==> src/rtl/alu_arbiter.sv <==
// Shares one combinational ALU between the execute stage (requester 0) and the
// lookup/parity coprocessor (requester 1) with round-robin fairness.
module alu_arbiter #(
    parameter int CMD_W  = 5,
    parameter int DATA_W = 8
) (
    input  logic              clk,
    input  logic              reset,
    input  logic              req0_valid,
    output logic              req0_ready,
    input  logic [CMD_W-1:0]  req0_cmd,
    input  logic [DATA_W-1:0] req0_a,
    input  logic [DATA_W-1:0] req0_b,
    output logic              rsp0_valid,
    input  logic              rsp0_ready,
    output logic [DATA_W-1:0] rsp0_rslt,
    output logic              rsp0_branch,
    input  logic              req1_valid,
    output logic              req1_ready,
    input  logic [CMD_W-1:0]  req1_cmd,
    input  logic [DATA_W-1:0] req1_a,
    input  logic [DATA_W-1:0] req1_b,
    output logic              rsp1_valid,
    input  logic              rsp1_ready,
    output logic [DATA_W-1:0] rsp1_rslt,
    output logic              rsp1_branch,
    output logic [CMD_W-1:0]  alu_cmd,
    output logic [DATA_W-1:0] alu_inA,
    output logic [DATA_W-1:0] alu_inB,
    input  logic [DATA_W-1:0] alu_rslt,
    input  logic              alu_doBranch,
    output logic              busy
);

    typedef enum logic [1:0] {IDLE, ISSUE, RESP} state_t;

    state_t              r_state;
    logic                r_owner;
    logic                r_prio;
    logic [CMD_W-1:0]    r_alu_cmd;
    logic [DATA_W-1:0]   r_alu_a;
    logic [DATA_W-1:0]   r_alu_b;
    logic [DATA_W-1:0]   r_rslt;
    logic                r_branch;
    logic                r_rsp0_valid;
    logic                r_rsp1_valid;
    logic                r_busy;

    logic                w_gnt0;
    logic                w_gnt1;
    logic                w_rsp_done;

    // The favoured requester wins a tie; the other is granted only if it is alone.
    always_comb begin
        w_gnt0 = 1'b0;
        w_gnt1 = 1'b0;
        if (r_state == IDLE && !reset) begin
            if (r_prio == 1'b0) begin
                w_gnt0 = req0_valid;
                w_gnt1 = !req0_valid && req1_valid;
            end else begin
                w_gnt1 = req1_valid;
                w_gnt0 = !req1_valid && req0_valid;
            end
        end
    end

    assign w_rsp_done = r_owner ? (r_rsp1_valid && rsp1_ready)
                                : (r_rsp0_valid && rsp0_ready);

    // The ALU drive registers double as the operand registers: loaded on the
    // handshake and cleared after ISSUE so the ALU sees NOP/0 otherwise.
    always_ff @(posedge clk) begin
        if (reset) begin
            r_state      <= IDLE;
            r_owner      <= 1'b0;
            r_prio       <= 1'b0;
            r_alu_cmd    <= '0;
            r_alu_a      <= '0;
            r_alu_b      <= '0;
            r_rslt       <= '0;
            r_branch     <= 1'b0;
            r_rsp0_valid <= 1'b0;
            r_rsp1_valid <= 1'b0;
            r_busy       <= 1'b0;
        end else begin
            case (r_state)
                IDLE: begin
                    if (w_gnt0 || w_gnt1) begin
                        r_owner   <= w_gnt1;
                        r_alu_cmd <= w_gnt1 ? req1_cmd : req0_cmd;
                        r_alu_a   <= w_gnt1 ? req1_a : req0_a;
                        r_alu_b   <= w_gnt1 ? req1_b : req0_b;
                        r_busy    <= 1'b1;
                        r_state   <= ISSUE;
                    end
                end
                ISSUE: begin
                    r_rslt       <= alu_rslt;
                    r_branch     <= alu_doBranch;
                    r_alu_cmd    <= '0;
                    r_alu_a      <= '0;
                    r_alu_b      <= '0;
                    r_rsp0_valid <= !r_owner;
                    r_rsp1_valid <= r_owner;
                    r_state      <= RESP;
                end
                RESP: begin
                    if (w_rsp_done) begin
                        r_rsp0_valid <= 1'b0;
                        r_rsp1_valid <= 1'b0;
                        r_prio       <= !r_owner;
                        r_busy       <= 1'b0;
                        r_state      <= IDLE;
                    end
                end
                default: r_state <= IDLE;
            endcase
        end
    end

    assign req0_ready  = w_gnt0;
    assign req1_ready  = w_gnt1;
    assign rsp0_valid  = r_rsp0_valid;
    assign rsp1_valid  = r_rsp1_valid;
    assign rsp0_rslt   = r_rslt;
    assign rsp1_rslt   = r_rslt;
    assign rsp0_branch = r_branch;
    assign rsp1_branch = r_branch;
    assign alu_cmd     = r_alu_cmd;
    assign alu_inA     = r_alu_a;
    assign alu_inB     = r_alu_b;
    assign busy        = r_busy;

endmodule

==> config.mk <==
export PLATFORM = sky130hd
export DESIGN_NAME = alu_arbiter
export DESIGN_NICKNAME = d
export VERILOG_FILES = /design/src/rtl/alu_arbiter.sv
export SDC_FILE = /design/constraint.sdc
export NUM_CORES = 1
export LEC_CHECK = 0
export BUFFER_PORTS_ARGS = -buffer_cell sky130_fd_sc_hd__buf_2
export CORE_UTILIZATION = 47
export CTS_CLUSTER_SIZE = 25
export DETAILED_ROUTE_END_ITERATION = 7
export PLACE_DENSITY = 0.92
export SYNTH_ARGS = -nofsm -noshare
export SYNTH_HDL_FRONTEND = slang
export SYNTH_SLANG_ARGS = --single-unit
==> constraint.sdc <==
create_clock -name clk -period 1.9 [get_ports clk]
set_input_delay 0.285 -clock clk [delete_from_list [all_inputs] [get_ports clk]]
set_output_delay 0.285 -clock clk [all_outputs]
set_load 0.02 [all_outputs]
==> results of run 1 <==
==> layout by cell type, fill, tap and decap left out <==
cell	instances
nor2b_2	1
o21ai_0	19
nor3b_1	1
o21bai_1	1
nand3_1	1
o21ba_2	1
nor4_1	1
or4_1	1
nand2b_1	5
nor3_2	1
clkbuf_8	7
a21boi_2	1
nor3_1	1
a21oi_1	14
a311oi_1	21
inv_1	1
buf_4	8
o31ai_1	1
inv_2	2
o21ai_1	2
nand3b_1	2
nand2_1	19
and3_1	1
inv_6	1
nor2_1	22
nor2b_1	1
buf_2	100
a21o_1	1
o32ai_1	1
dfxtp_1	37
o211ai_1	21
==> worst paths after layout <==
path | startpoint | to | slack (ns) | cells after the start
max | r_state[1] | req1_ready | 0.29 | 3
max reg2reg | r_state[1] | alu_inA[3] | 0.35 | 3
min | alu_rslt[3] | rsp0_rslt[3] | 0.22 | 3
min reg2reg | rsp0_branch | rsp0_branch | 0.47 | 2
==> power by group through the flow <==
stage	logic (uW)	clock network (uW)	registers [uW]
2_1_floorplan	250	0	1030
5_1_grt	574	666	930
6_report	532	617	921
3_3_place_gp	523	0	932
3_5_place_dp	530	0	936
4_1_cts	533	627	919
==> worst min-delay path, delay by kind of cell <==
kind                   cells  cell delay [ns]
AO/OA/AOI/OAI              1             0.05
buffers and inverters      1             0.09
AND/OR/NAND/NOR            1             0.04
==> final cells by class <==
type / count / area, sq um
timing repair buffer: 108 / 560.5
clock buffer: 7 / 96.34
clock inverter: 1 / 8.758
sequential: 37 / 740.7
inverter: 3 / 11.26
multi-input combinational: 140 / 832.0
tap: 46 / 57.56
fill: 292 / 1135
==> through the flow <==
stage	instances	utilization
6_report	342	0.6703
5_1_grt	342	0.6703
4_1_cts	342	0.6703
3_5_place_dp	334	0.6398
3_3_place_gp	334	0.6398
2_1_floorplan	209	-
==> routing by layer <==
metal  global-route usage  vias up  share of wire
li1                     -      929              -
met1               0.3209      856           0.45
met2               0.3790       74           0.48
met3              0.06569        6          0.063
met4              0.07849        0          0.013
met5                    0        -              0
==> cell families after synthesis <==
group	synth area share
compound gates	0.3266
buf+inv	0.09762
flops	0.4250
simple gates	0.1508
==> sequential cells by signal, indices dropped and copies added (netlist names) <==
| register | cells |
|---|---|
| alu_inA | 8 |
| rsp0_rslt | 8 |
| r_owner | 1 |
| alu_cmd | 5 |
| busy | 1 |
| alu_inB | 8 |
| rsp0_valid | 1 |
| rsp1_valid | 1 |
| rsp0_branch | 1 |
| r_prio | 1 |
| r_state | 2 |
==> implementation parameters, run 1 <==
Parameter                              Value

Outcome
  Outcome ... finished clean

Power and ir drop
  Seq pwr share ... 0.445
  Switching Fraction ... 0.3224
  Power Total ... 2069 uW
  Clock network fraction of design power ... 0.298
  Net switching power ... 667.1 uW
  Relative contribution of combinational cells to total power ... 0.257
  Maximum vdd ir drop ... 0.0004848 V
  Total internal power ... 1402 uW
  Lkg Pwr ... 0.001056 uW
  Power density of the placed cells ... 896.8 nW/um^2

Yosys
  Yosys top cell by area ... dfxtp_1
  Number of nets in the synthesized netlist ... 266
  Most repeated cell in the gate-level netlist after synthesis ... dfxtp_1
  Most frequent cells after synthesis ... dfxtp_1, nor2_1, a311oi_1, o211ai_1
  Count of warnings emitted by yosys ... 0
  Netlist area before placement ... 1743 sq um
  Share of flip-flops with an asynchronous set or reset ... 0
  Number of enable flip-flop cells after synthesis ... 0
  Sequential element share of the synthesized area ... 0.4250
  Area share of the largest cell type after synthesis ... 0.4250
  Mean Syn Cell Area ... 8.339 sq um
  Area contributors post-synth ... dfxtp_1, a311oi_1, o211ai_1
  Instance count of the mapped netlist ... 209
  Most frequently used flop master after synthesis ... dfxtp_1
  Yosys cell types ... 31
  FF+latch count, synth ... 37

Clocking
  Clock slew at the register clock pins of the worst setup and hold paths ... 0.08 ns
  Number of hold-repair buffers added at the cts stage ... 0
  Clock buffer count from CTS ... 5
  TritonCTS clock tree ... built
  Clock Tree Root ... clkbuf_8
  Clk sink count ... 37
  PostCTS Resize Cnt ... 0
  Setup bufs post-CTS ... 0
  Deepest clock path buffer count ... 2
  H-tree levels ... 2
  Skew-Pair Late Insertion Delay ... 0.29 ns

Detailed routing
  Total Wirelength ... 4763 microns
  Drt first-iter violations ... 123
  Total via count after detailed routing ... 1865
  Post-detailed-route wirelength per cell ... 13.93 microns
  Residual antenna-violating net count after detailed routing ... 0
  Count of unresolved DRC violations after routing ... 0
  Via count normalized by instance count ... 5.453
  TritonRoute pass-1 iters ... 5

Die
  Initial Util ... 0.5064
  Width of the die ... 62.90 microns
  Die outline height ... 62.90 microns
  Placeable core region ... 3442 sq um
  Cell row count ... 21
  Die area ... 3956 sq um
  Total I/O pin count ... 101

GRT
  Number of antenna violations at the first check in global routing ... 0
  GRT Total Usage ... 0.2426
  Leftover overflow at the end of global routing ... 0
  Global-route wire length before repair ... 7438 microns
  Maximum number of pins on one net before global-route repair ... 25
  Via count of the first global-routing pass ... 1552

Setup path
  CP Buf/Inv Count ... 1
  Category of the most critical setup path ... reg -> out
  Crit path cell chain ... nor3_2 -> nor3b_1 -> buf_2
  Crit-path slowest cell ... dfxtp_1
  Top cell family by delay on the critical path ... simple AND/OR/NAND/NOR gates
  Critical Path AT ... 1.33 ns
  Crit. End Element ... primary output
  Worst path required time ... 1.62 ns
  Critical Path Max Stage Delay ... 0.37 ns
  Startpoint types ... flop
  Largest fanout on the critical path ... 8

Finish
  Layout Nets ... 352
  Antenna Diode Count ... 0
  Fraction of layout cells with a size suffix above 1 ... 0.4122
  Synth-to-layout area growth ... 32.38%
  Final design area excluding fillers ... 2307 sq um

Timing
  Period utilization ... 0.8490
  Worst setup margin ... 0.2869 ns
  Post-route clock skew ... 0.005428 ns
  Slew at the pin with the worst max-slew slack ... 0.8099 ns
  Setup TNS ... 0 ns
  Final-layout worst hold slack ... 0.2204 ns
  Setup repair after global routing missed its margin ... no
  Total count of hold-check failures in the final report ... 0
  Final critical delay including setup and external delays ... 1.613 ns
  Fmax ... 619.9 MHz
  Worst-case headroom to the max-slew limit ... 0.4601
  Final max-slew violation count ... 0
  Setup violation total in the final timing report ... 0

Placed design
  Setup slack at placement ... 0.3237 ns
  Estimated wirelength of the detail-placed design ... 3366 microns
  Placed Area ... 2202 sq um
  Buffers on Ports ... 100
  Routability-driven placement congestion ratio ... 0.7495

Min path
  Worst min path class ... in -> reg

Run
  Max-Cap Viols ... 0
Note: power is estimated with default switching activity, not from simulation.
==> run 2, diff against run 1 <==
Settings changed: CORE_UTILIZATION 47 to 43, PLACE_DENSITY 0.92 to 0.86.
Clock period 1.9 ns to 1.6 ns, I/O delays scaled along.
==> run 2 against run 1 <==
  * Die area rose by 9.0%
  * Critical endpoint unchanged
  * Routed wire length fell by 1.7%
  * Clock-buffer cell count fell by 1
  * Highest routed layer unchanged
==> implementation parameters, run 2 (synthesis results as in run 1) <==
Parameter                              Value

Die
  Die area ... 4312 sq um (+9.0%)
  Total I/O pin count ... 101 (unchanged)
  Placeable core region ... 3771 sq um (+9.6%)
  Width of the die ... 65.67 microns (+4.4%)
  Cell row count ... 22 (+4.8%)
  Die outline height ... 65.67 microns (+4.4%)
  Initial Util ... 0.4622 (-0.04418)

Min path
  Worst Hold Endpoint ... rsp0_rslt[1]
  Number of cells on the worst hold path ... 3 (unchanged)
  Worst hold path startpoint ... alu_rslt[1]
  Worst min path class ... in -> reg

Power and ir drop
  Power density of the placed cells ... 1014 nW/um^2 (+13%)
  Total internal power ... 1582 uW (+13%)
  Maximum vdd ir drop ... 0.0005407 V (+12%)
  Clock network fraction of design power ... 0.265 (-0.033)
  Lkg Pwr ... 0.001064 uW (+0.71%)
  Seq pwr share ... 0.461 (+0.016)
  Switching Fraction ... 0.3302 (+0.007794)
  Relative contribution of combinational cells to total power ... 0.274 (+0.017)
  Net switching power ... 780.0 uW (+17%)

Detailed routing
  Post-detailed-route wirelength per cell ... 13.49 microns (-3.1%)
  Via count normalized by instance count ... 5.395 (-1.1%)
  Total Wirelength ... 4682 microns (-1.7%)
  TritonRoute pass-1 iters ... 4 (-1)
  Residual antenna-violating net count after detailed routing ... 0 (unchanged)
  Drt first-iter violations ... 53 (-57%)
  Total via count after detailed routing ... 1872 (+0.38%)
  Count of unresolved DRC violations after routing ... 0 (unchanged)

GRT
  Number of antenna violations at the first check in global routing ... 0 (unchanged)
  Global-route wire length before repair ... 7486 microns (+0.65%)
  Maximum number of pins on one net before global-route repair ... 24 (-4.0%)
  Via count of the first global-routing pass ... 1678 (+8.1%)
  GRT Total Usage ... 0.2284 (-0.01414)
  Leftover overflow at the end of global routing ... 0 (unchanged)

Finish
  Commonest non-fill, non-tap cell in the layout ... buf_2
  Core occupancy in the finished layout ... 0.6178 (-0.05252)
  Antenna Diode Count ... 0 (unchanged)
  Fraction of layout cells with a size suffix above 1 ... 0.4181 (+0.005898)
  Final design area excluding fillers ... 2330 sq um (+0.98%)
  Most frequent cells in the layout ... buf_2, dfxtp_1, nor2_1
  Layout Nets ... 355 (+0.85%)
  Synth-to-layout area growth ... 33.67%

Setup path
  Critical Path Max Stage Delay ... 0.38 ns (about the same)
  Depth of the worst register-to-register path ... 3 (unchanged)
  Crit. End Element ... primary output
  Category of the most critical setup path ... reg -> out
  Worst path required time ... 1.36 ns (-0.26 ns)
  Crit path cell chain ... nor3_2 -> nor3b_2 -> buf_4
  CP Buf/Inv Count ... 1 (unchanged)
  Minimum setup slack among reg-to-reg paths ... 0.24 ns (-0.11 ns)
  R2r endpoint ... alu_inA[6]
  Reg2Reg Launch Point ... r_state[1]
  Largest fanout on the critical path ... 8 (unchanged)
  Top cell family by delay on the critical path ... simple AND/OR/NAND/NOR gates
  Crit-path slowest cell ... dfxtp_1
  Critical Path AT ... 1.24 ns (-0.09 ns)
  Startpoint types ... flop

Run
  Max-Cap Viols ... 0 (unchanged)

Placed design
  Placed Area ... 2240 sq um (+1.7%)
  Estimated wirelength of the detail-placed design ... 3412 microns (+1.4%)
  Routability-driven placement congestion ratio ... 0.7906 (+5.5%)
  Buffers on Ports ... 100 (unchanged)

Timing
  Setup violation total in the final timing report ... 0 (unchanged)
  Total count of hold-check failures in the final report ... 0 (unchanged)
  Setup TNS ... 0 ns (unchanged)
  Period utilization ... 0.9254
  Worst-case headroom to the max-slew limit ... 0.7162 (+0.2561)
  Setup repair after global routing missed its margin ... no
  Final max-slew violation count ... 0 (unchanged)
  Final-layout worst hold slack ... 0.1835 ns (-0.03687 ns)
  Post-route clock skew ... 0.005278 ns (-0.0001502 ns)
  Fmax ... 675.4 MHz
  Final critical delay including setup and external delays ... 1.481 ns
  Slew at the pin with the worst max-slew slack ... 0.4257 ns (-0.3841 ns)

Clocking
  Setup bufs post-CTS ... 0 (unchanged)
  Clock slew at the register clock pins of the worst setup and hold paths ... 0.07 ns (about the same)
  TritonCTS clock tree ... built
  Skew-Pair Late Insertion Delay ... 0.29 ns (about the same)
  Clock buffer count from CTS ... 5 (unchanged)
  Deepest clock path buffer count ... 2 (unchanged)
  Clk sink count ... 37 (unchanged)
  H-tree levels ... 2 (unchanged)
  Clock Tree Root ... clkbuf_8

Outcome
  Outcome ... finished clean
## run 2: cell count changes in the layout (fill, tap and decap cells not counted), sizes merged
cell / delta
buf: +3
clkbuf: -1
clkinv: +2
inv: -1
## run 2: metrics by stage
stage / instances / total power [uW] / worst slack [ns]
floorplan: 209 / 1520 / 0.2302
global placement: 339 / 1744 / 0.3199
detailed placement: 339 / 1759 / 0.2493
CTS: 347 / 2376 / 0.05209
global route: 347 / 2493 / 0.03153
finish: 347 / 2362 / 0.1194
## run 2: layout make-up
class                   count  area, sq um
fillers                   342         1441
clock buffers               6        72.57
well taps                  48        60.06
flip-flops and latches     37        740.7
multi-input cells         140        837.1
inverters                   3        11.26
repair buffers            111        598.1
clock inverters             2        10.01
## run 2: routing by layer
metal	wire (microns)	share of wire	vias up	track usage
li1	-	-	941	-
met1	1941	0.41	833	0.2650
met2	2289	0.49	85	0.3878
met3	347	0.074	13	0.05556
met4	104	0.022	0	0.1114
met5	0	0	-	0
## run 2: worst max-delay path by stage
stage               cells past startpoint    endpoint  startpoint  slack (ns)
floorplan                               3  req1_ready      r_prio        0.23
global placement                        3  alu_cmd[4]  r_state[1]        0.32
detailed placement                      3  alu_inB[3]  r_state[1]        0.25
CTS                                     3  req1_ready  r_state[1]        0.05
global route                            3  req1_ready  r_state[0]        0.03
finish                                  3  req1_ready  r_state[0]        0.12
## run 2: tightest hold or removal path, delay by kind of cell
kind	cells	cell delay, ns
buffers and inverters	1	0.09
AO/OA/AOI/OAI	1	0.05
AND/OR/NAND/NOR	1	0.04
## run 2: what timing repair did
item                       4_1_cts  5_1_grt
hold endpoints to repair         0        0
setup endpoints to repair        0        1
gates resized for setup          0        2
hold buffers                     0        0
## run 2: power by group through the flow
stage / clock network (uW) / registers (uW) / logic (uW)
3_5_place_dp: 0 / 1110 / 649
6_report: 626 / 1090 / 646
5_1_grt: 681 / 1100 / 708
3_3_place_gp: 0 / 1110 / 638
4_1_cts: 637 / 1090 / 649
2_1_floorplan: 0 / 1220 / 297
